## src/rtl/mmap_proto_pkg.sv

```systemverilog
// Protocol constants shared by the map/texture command parser: framing byte,
// opcodes, error codes and parser state encoding.
package mmap_proto_pkg;

   localparam logic [7:0] SYNC_BYTE_DFLT = 8'hA5;
   localparam logic [7:0] OP_WRITE       = 8'h01;
   localparam logic [7:0] OP_FILL        = 8'h02;

   localparam logic [1:0] ERR_NONE     = 2'd0;
   localparam logic [1:0] ERR_OPCODE   = 2'd1;
   localparam logic [1:0] ERR_CHECKSUM = 2'd2;
   localparam logic [1:0] ERR_TIMEOUT  = 2'd3;

   typedef enum logic [3:0] {
      S_SYNC, S_CMD, S_AH, S_AL, S_LEN, S_DATA, S_FILLB, S_FILL, S_CHK
   } state_t;

endpackage

```

## src/rtl/byte_gap_timer.sv

```systemverilog
// Inter-byte gap watchdog: reloads on load_i, holds while freeze_i, and flags
// expire_o during the last idle cycle of the allowed gap.
module byte_gap_timer #(
   parameter int TIMEOUT_CYCLES = 1_000_000
) (
   input  logic clk,
   input  logic rst,
   input  logic load_i,
   input  logic freeze_i,
   output logic expire_o
);

   localparam int W = $clog2(TIMEOUT_CYCLES + 1);
   localparam logic [W-1:0] RELOAD = W'(TIMEOUT_CYCLES);

   logic [W-1:0] cnt_q, cnt_d;

   always_ff @(posedge clk) begin
      if (rst) cnt_q <= '0;
      else     cnt_q <= cnt_d;
   end

   always_comb begin
      cnt_d = cnt_q;
      if (load_i)
         cnt_d = RELOAD;
      else if (!freeze_i && cnt_q != '0)
         cnt_d = cnt_q - W'(1);
   end

   // A load in the same cycle always beats expiry.
   assign expire_o = !load_i && !freeze_i && (cnt_q == W'(1));

endmodule

```

## src/rtl/mmap_cmd_parser.sv

```systemverilog
// Decodes framed WRITE/FILL packets from the UART byte buffer into single-byte
// map/texture RAM writes, with back-pressure during FILL bursts.
module mmap_cmd_parser
   import mmap_proto_pkg::*;
#(
   parameter int         ADDRBITS       = 13,
   parameter int         TIMEOUT_CYCLES = 1_000_000,
   parameter logic [7:0] SYNC_BYTE      = SYNC_BYTE_DFLT
) (
   input  logic                clk,
   input  logic                rst,
   input  logic [7:0]          mp_rx_data,
   input  logic                mp_new_rx_data,
   output logic                mp_busy,
   output logic                mem_we,
   output logic [ADDRBITS-1:0] mem_addr,
   output logic [7:0]          mem_wdata,
   output logic                pkt_done,
   output logic                pkt_err,
   output logic [1:0]          err_code
);

   state_t              state_q, state_d;
   logic [ADDRBITS-1:0] addr_q, addr_d;
   logic [8:0]          cnt_q, cnt_d;
   logic [7:0]          chk_q, chk_d;
   logic                fill_q, fill_d;
   logic                we_q, we_d;
   logic [ADDRBITS-1:0] waddr_q, waddr_d;
   logic [7:0]          wdata_q, wdata_d;
   logic                busy_q, busy_d;
   logic                done_q, done_d;
   logic                err_q, err_d;
   logic [1:0]          ecode_q, ecode_d;
   logic                tmr_expire;

   byte_gap_timer #(.TIMEOUT_CYCLES(TIMEOUT_CYCLES)) u_gap_timer (
      .clk      (clk),
      .rst      (rst),
      .load_i   (mp_new_rx_data || (state_q == S_SYNC)),
      .freeze_i (state_q == S_FILL),
      .expire_o (tmr_expire)
   );

   always_ff @(posedge clk) begin
      if (rst) begin
         state_q <= S_SYNC;
         addr_q  <= '0;
         cnt_q   <= '0;
         chk_q   <= '0;
         fill_q  <= 1'b0;
         we_q    <= 1'b0;
         waddr_q <= '0;
         wdata_q <= '0;
         busy_q  <= 1'b0;
         done_q  <= 1'b0;
         err_q   <= 1'b0;
         ecode_q <= ERR_NONE;
      end else begin
         state_q <= state_d;
         addr_q  <= addr_d;
         cnt_q   <= cnt_d;
         chk_q   <= chk_d;
         fill_q  <= fill_d;
         we_q    <= we_d;
         waddr_q <= waddr_d;
         wdata_q <= wdata_d;
         busy_q  <= busy_d;
         done_q  <= done_d;
         err_q   <= err_d;
         ecode_q <= ecode_d;
      end
   end

   always_comb begin
      state_d = state_q;
      addr_d  = addr_q;
      cnt_d   = cnt_q;
      chk_d   = chk_q;
      fill_d  = fill_q;
      we_d    = 1'b0;
      waddr_d = waddr_q;
      wdata_d = wdata_q;
      busy_d  = busy_q;
      done_d  = 1'b0;
      err_d   = 1'b0;
      ecode_d = ecode_q;

      if (mp_new_rx_data && busy_q) begin
         // Upstream ignored back-pressure: the byte is lost, abandon the packet.
         busy_d  = 1'b0;
         err_d   = 1'b1;
         ecode_d = ERR_CHECKSUM;
         state_d = S_SYNC;
      end else if (tmr_expire && state_q != S_SYNC) begin
         err_d   = 1'b1;
         ecode_d = ERR_TIMEOUT;
         state_d = S_SYNC;
      end else begin
         unique case (state_q)
            S_SYNC: if (mp_new_rx_data && mp_rx_data == SYNC_BYTE) begin
               chk_d   = '0;
               state_d = S_CMD;
            end
            S_CMD: if (mp_new_rx_data) begin
               chk_d = mp_rx_data;
               if (mp_rx_data == OP_WRITE || mp_rx_data == OP_FILL) begin
                  fill_d  = (mp_rx_data == OP_FILL);
                  state_d = S_AH;
               end else begin
                  err_d   = 1'b1;
                  ecode_d = ERR_OPCODE;
                  state_d = S_SYNC;
               end
            end
            S_AH: if (mp_new_rx_data) begin
               chk_d   = chk_q ^ mp_rx_data;
               addr_d  = ADDRBITS'({mp_rx_data, 8'h00});
               state_d = S_AL;
            end
            S_AL: if (mp_new_rx_data) begin
               chk_d   = chk_q ^ mp_rx_data;
               addr_d  = {addr_q[ADDRBITS-1:8], mp_rx_data};
               state_d = S_LEN;
            end
            S_LEN: if (mp_new_rx_data) begin
               chk_d   = chk_q ^ mp_rx_data;
               cnt_d   = (mp_rx_data == 8'h00) ? 9'd256 : {1'b0, mp_rx_data};
               state_d = fill_q ? S_FILLB : S_DATA;
            end
            S_DATA: if (mp_new_rx_data) begin
               chk_d   = chk_q ^ mp_rx_data;
               we_d    = 1'b1;
               waddr_d = addr_q;
               wdata_d = mp_rx_data;
               addr_d  = addr_q + ADDRBITS'(1);
               cnt_d   = cnt_q - 9'd1;
               if (cnt_q == 9'd1) state_d = S_CHK;
            end
            S_FILLB: if (mp_new_rx_data) begin
               chk_d   = chk_q ^ mp_rx_data;
               busy_d  = 1'b1;
               we_d    = 1'b1;
               waddr_d = addr_q;
               wdata_d = mp_rx_data;
               addr_d  = addr_q + ADDRBITS'(1);
               cnt_d   = cnt_q - 9'd1;
               state_d = S_FILL;
            end
            // wdata_q still holds the fill byte for the rest of the burst.
            S_FILL: if (cnt_q != 9'd0) begin
               we_d    = 1'b1;
               waddr_d = addr_q;
               addr_d  = addr_q + ADDRBITS'(1);
               cnt_d   = cnt_q - 9'd1;
            end else begin
               busy_d  = 1'b0;
               state_d = S_CHK;
            end
            S_CHK: if (mp_new_rx_data) begin
               if (mp_rx_data == chk_q) begin
                  done_d = 1'b1;
               end else begin
                  err_d   = 1'b1;
                  ecode_d = ERR_CHECKSUM;
               end
               state_d = S_SYNC;
            end
            default: state_d = S_SYNC;
         endcase
      end
   end

   assign mp_busy   = busy_q;
   assign mem_we    = we_q;
   assign mem_addr  = waddr_q;
   assign mem_wdata = wdata_q;
   assign pkt_done  = done_q;
   assign pkt_err   = err_q;
   assign err_code  = ecode_q;

endmodule

```

## config.mk

```make
export PLATFORM = sky130hd
export DESIGN_NAME = mmap_cmd_parser
export DESIGN_NICKNAME = d
export VERILOG_FILES = /design/src/rtl/mmap_proto_pkg.sv /design/src/rtl/byte_gap_timer.sv /design/src/rtl/mmap_cmd_parser.sv
export SDC_FILE = /design/constraint.sdc
export NUM_CORES = 1
export LEC_CHECK = 0
export CORE_MARGIN = 8
export CORE_UTILIZATION = 45
export DETAILED_ROUTE_END_ITERATION = 8
export GPL_ROUTABILITY_DRIVEN = 0
export GPL_TIMING_DRIVEN = 0
export SETUP_SLACK_MARGIN = 0.02
export SLEW_MARGIN = 20
export SYNTH_ARGS = -nofsm -noshare
export SYNTH_HDL_FRONTEND = slang
export SYNTH_SLANG_ARGS = --single-unit
```

## constraint.sdc

```tcl
create_clock -name clk -period 2.55 [get_ports clk]
set_input_delay 0.255 -clock clk [delete_from_list [all_inputs] [get_ports clk]]
set_output_delay 0.255 -clock clk [all_outputs]
set_load 0.005 [all_outputs]
```

==> impl_metrics.tcl <==
set metrics [dict create \
    status "complete, no violations" \
    met2_usage 0.3114 \
    port_buffers 30 \
    yosys-top-cells-count "dfxtp_1, nor2_1, a21oi_1, nand2_1, clkbuf_1" \
    p_seq_frac 0.511 \
    root_buffer "clkbuf_8" \
    postCtsHoldBufs 0 \
    wire_per_inst_microns 16.54 \
    die-area_sq_um 13250 \
    finalCriticalPeriod_ns 2.371 \
    grt_setup_unrepaired "no" \
    finish.net_count 610 \
    drt_pre_antenna_iters 4 \
    slew_violations 0 \
    n_antenna_cell 0 \
    grt_max_degree 14 \
    hpwl_mm 8.739 \
    hold_viol_final 0 \
    synth_nets 569 \
    synth_enable_flop_cells 0 \
    cts_setup_buffers 0 \
    p_sw_mw 0.5683 \
    grt_pass1_wl_mm 20.12 \
    drive_gt1_frac 0.06020 \
    core_sq_um 9639 \
    die_w_microns 115.1 \
    swShare 0.2250 \
    ant_nets 0 \
    p_leak_nw 1.911 \
    drt_iter0_drc 262 \
    placementRows 36 \
    ir_drop_mv 0.3587 \
    drt-total-wl_mm 12.09 \
    postPlaceCellArea_sq_um 4886 \
    antenna_found_initial 0 \
    worst_slack_ns 0.1787 \
    overflow 0 \
    post-place-ws_ns 0.2334 \
    path_class "reg2reg" \
    fmax_mhz 421.7 \
    synthCells 552 \
    post_cts_resized 0 \
    netlist.area_leader.share 0.3715 \
    htree_levels 3 \
    arrival_ns 2.67 \
    grt.met1_usage 0.2339 \
    async_flop_share 0 \
    placedCellCount 715 \
    ys_seq_elements 82 \
    start_kind "flip-flop" \
    grtUsageMet3 0.04884 \
    dieHeight_microns 115.1 \
    setup_total_negative_slack_ns 0 \
    synth.avg_cell_area_sq_um 8.006 \
    synthToLayoutAreaGrowth_pct 16.05 \
    end_kind "flip-flop" \
    n_fill_cell 993 \
    finalCritPeriodShare 0.9299 \
    synth_most_common_cell "dfxtp_1" \
    synth_cell_type_count 62 \
    clock_latency_ns 0.37 \
    busiest_layer "met2" \
    p_comb_frac 0.051 \
    cts_sinks 82 \
    cp.required_ns 2.85 \
    p_per_area_nw_per_um2 492.3 \
    first_global_vias 4059 \
    cts_made_buffers 9 \
    synth_top_cell_by_area "dfxtp_1" \
    seq_area_frac_synth 0.3715 \
    maxCapViolations 0 \
    setup_viol 0 \
    p_int_mw 1.957 \
    stdcell_count 731 \
    finish.instance_area_sq_um 5129 \
    cts_tree "built" \
    drc_errors 0 \
    multiInputGateArea_sq_um 2572 \
    synthFlopType "dfxtp_1" \
    ioPinCount 38 \
    initial_core_util 0.4585 \
    cts.clk_slew.worst_paths_ns 0.08 \
    worst_pin_slew_ns 0.8722 \
    grt_use_total 0.1917 \
    num_vias 4158 \
    clockPowerShare 0.437 \
    clockBufferDepth 2 \
    netlist_area_sq_um 4419 \
    netlist_top_cells_area "dfxtp_1, a21oi_1, nor2_1" \
    viasPerCell 5.688 \
    register_area_sq_um 1642 \
    finalPower_mw 2.525 \
    fin_skew_ns 0.01107 \
    worstPathMaxFanout 10 \
    yosys_warnings 0 \
    hold_path_class "in2reg" \
    maxSlewHeadroom 0.4132 \
]
## through the flow
stage               hold slack [ns]    util
floorplan                    0.4387       -
global placement             0.4739  0.5069
detailed placement           0.4763  0.5069
CTS                          0.1661  0.5315
global route                 0.1726  0.5321
finish                       0.1795  0.5321
## final timing paths
path	from	to	slack (ns)	depth (start not counted)
max	state_q[0]	cnt_q[6]	0.18	8
min	mp_rx_data[3]	chk_q[3]	0.18	3
max reg2reg	state_q[0]	cnt_q[6]	0.18	8
min reg2reg	err_code[1]	err_code[1]	0.49	2
## critical path, cell delays in order (launching register included)
cell and delay, ns:
dfxtp_1 0.37, clkbuf_1 0.35, nor2_1 0.09, nor2_1 0.15
clkbuf_1 0.45, buf_1 0.48, o21a_1 0.20, o21ai_1 0.05
a21oi_1 0.15
## state kept, by name, summed over array words and instances, names as in the netlist
register / cells
u_gap_timer.cnt_q: 20
addr_q: 13
mem_addr: 13
cnt_q: 9
chk_q: 8
mem_wdata: 8
state_q: 4
err_code: 2
fill_q: 1
mem_we: 1
mp_busy: 1
pkt_done: 1
pkt_err: 1
## layer usage
metal / vias to the layer above / wire length [microns]
met3: 17 / 606
met1: 1975 / 5611
li1: 2081 / -
met5: - / 0
met4: 0 / 250
met2: 85 / 5623
## power groups by stage
stage               combinational, mW  sequential (mW)  clock [mW]
finish                          0.130             1.29        1.10
global route                    0.142             1.29        1.18
CTS                             0.129             1.29        1.13
detailed placement              0.129             1.32           0
global placement                0.128             1.32           0
floorplan                      0.0876             1.32           0
## cells by family after synthesis
| family | after synthesis | synth area share |
|---|---|---|
| flip-flops | 82 | 0.3715 |
| AND/OR/NAND/NOR | 224 | 0.2605 |
| buffers and inverters | 51 | 0.04756 |
| XOR/XNOR | 29 | 0.05747 |
| AO/OA/AOI/OAI | 137 | 0.1937 |
| multiplexers | 22 | 0.05011 |
| adder cells (fa/ha/maj) | 7 | 0.01925 |
## cell usage in the layout (no fill, tap or decap), types with 7 or more instances in the layout
cell             count
a21o_1               7
mux2i_1             21
nand4_1              8
nor2_1              70
o21ai_1             26
xor2_1              16
xnor2_1             13
buf_2                9
or3_1               13
clkbuf_8            12
nor4_1              13
inv_1               10
nand3_1             24
dfxtp_1             82
nand2b_1             8
a21oi_1             53
nor3_1              19
clkbuf_1            29
clkdlybuf4s50_1     30
o21ai_0             11
nand2_1             33
## final cells by class
cell class              instances  area share
multi-input cells             419      0.5016
flip-flops and latches         82      0.3201
repair buffers                 30     0.05855
plain buffers                  41     0.03367
well taps                     133     0.03245
clock buffers                  12     0.03220
clock inverters                 4     0.01415
inverters                      10    0.007319
(Power assumes the default switching activity.)
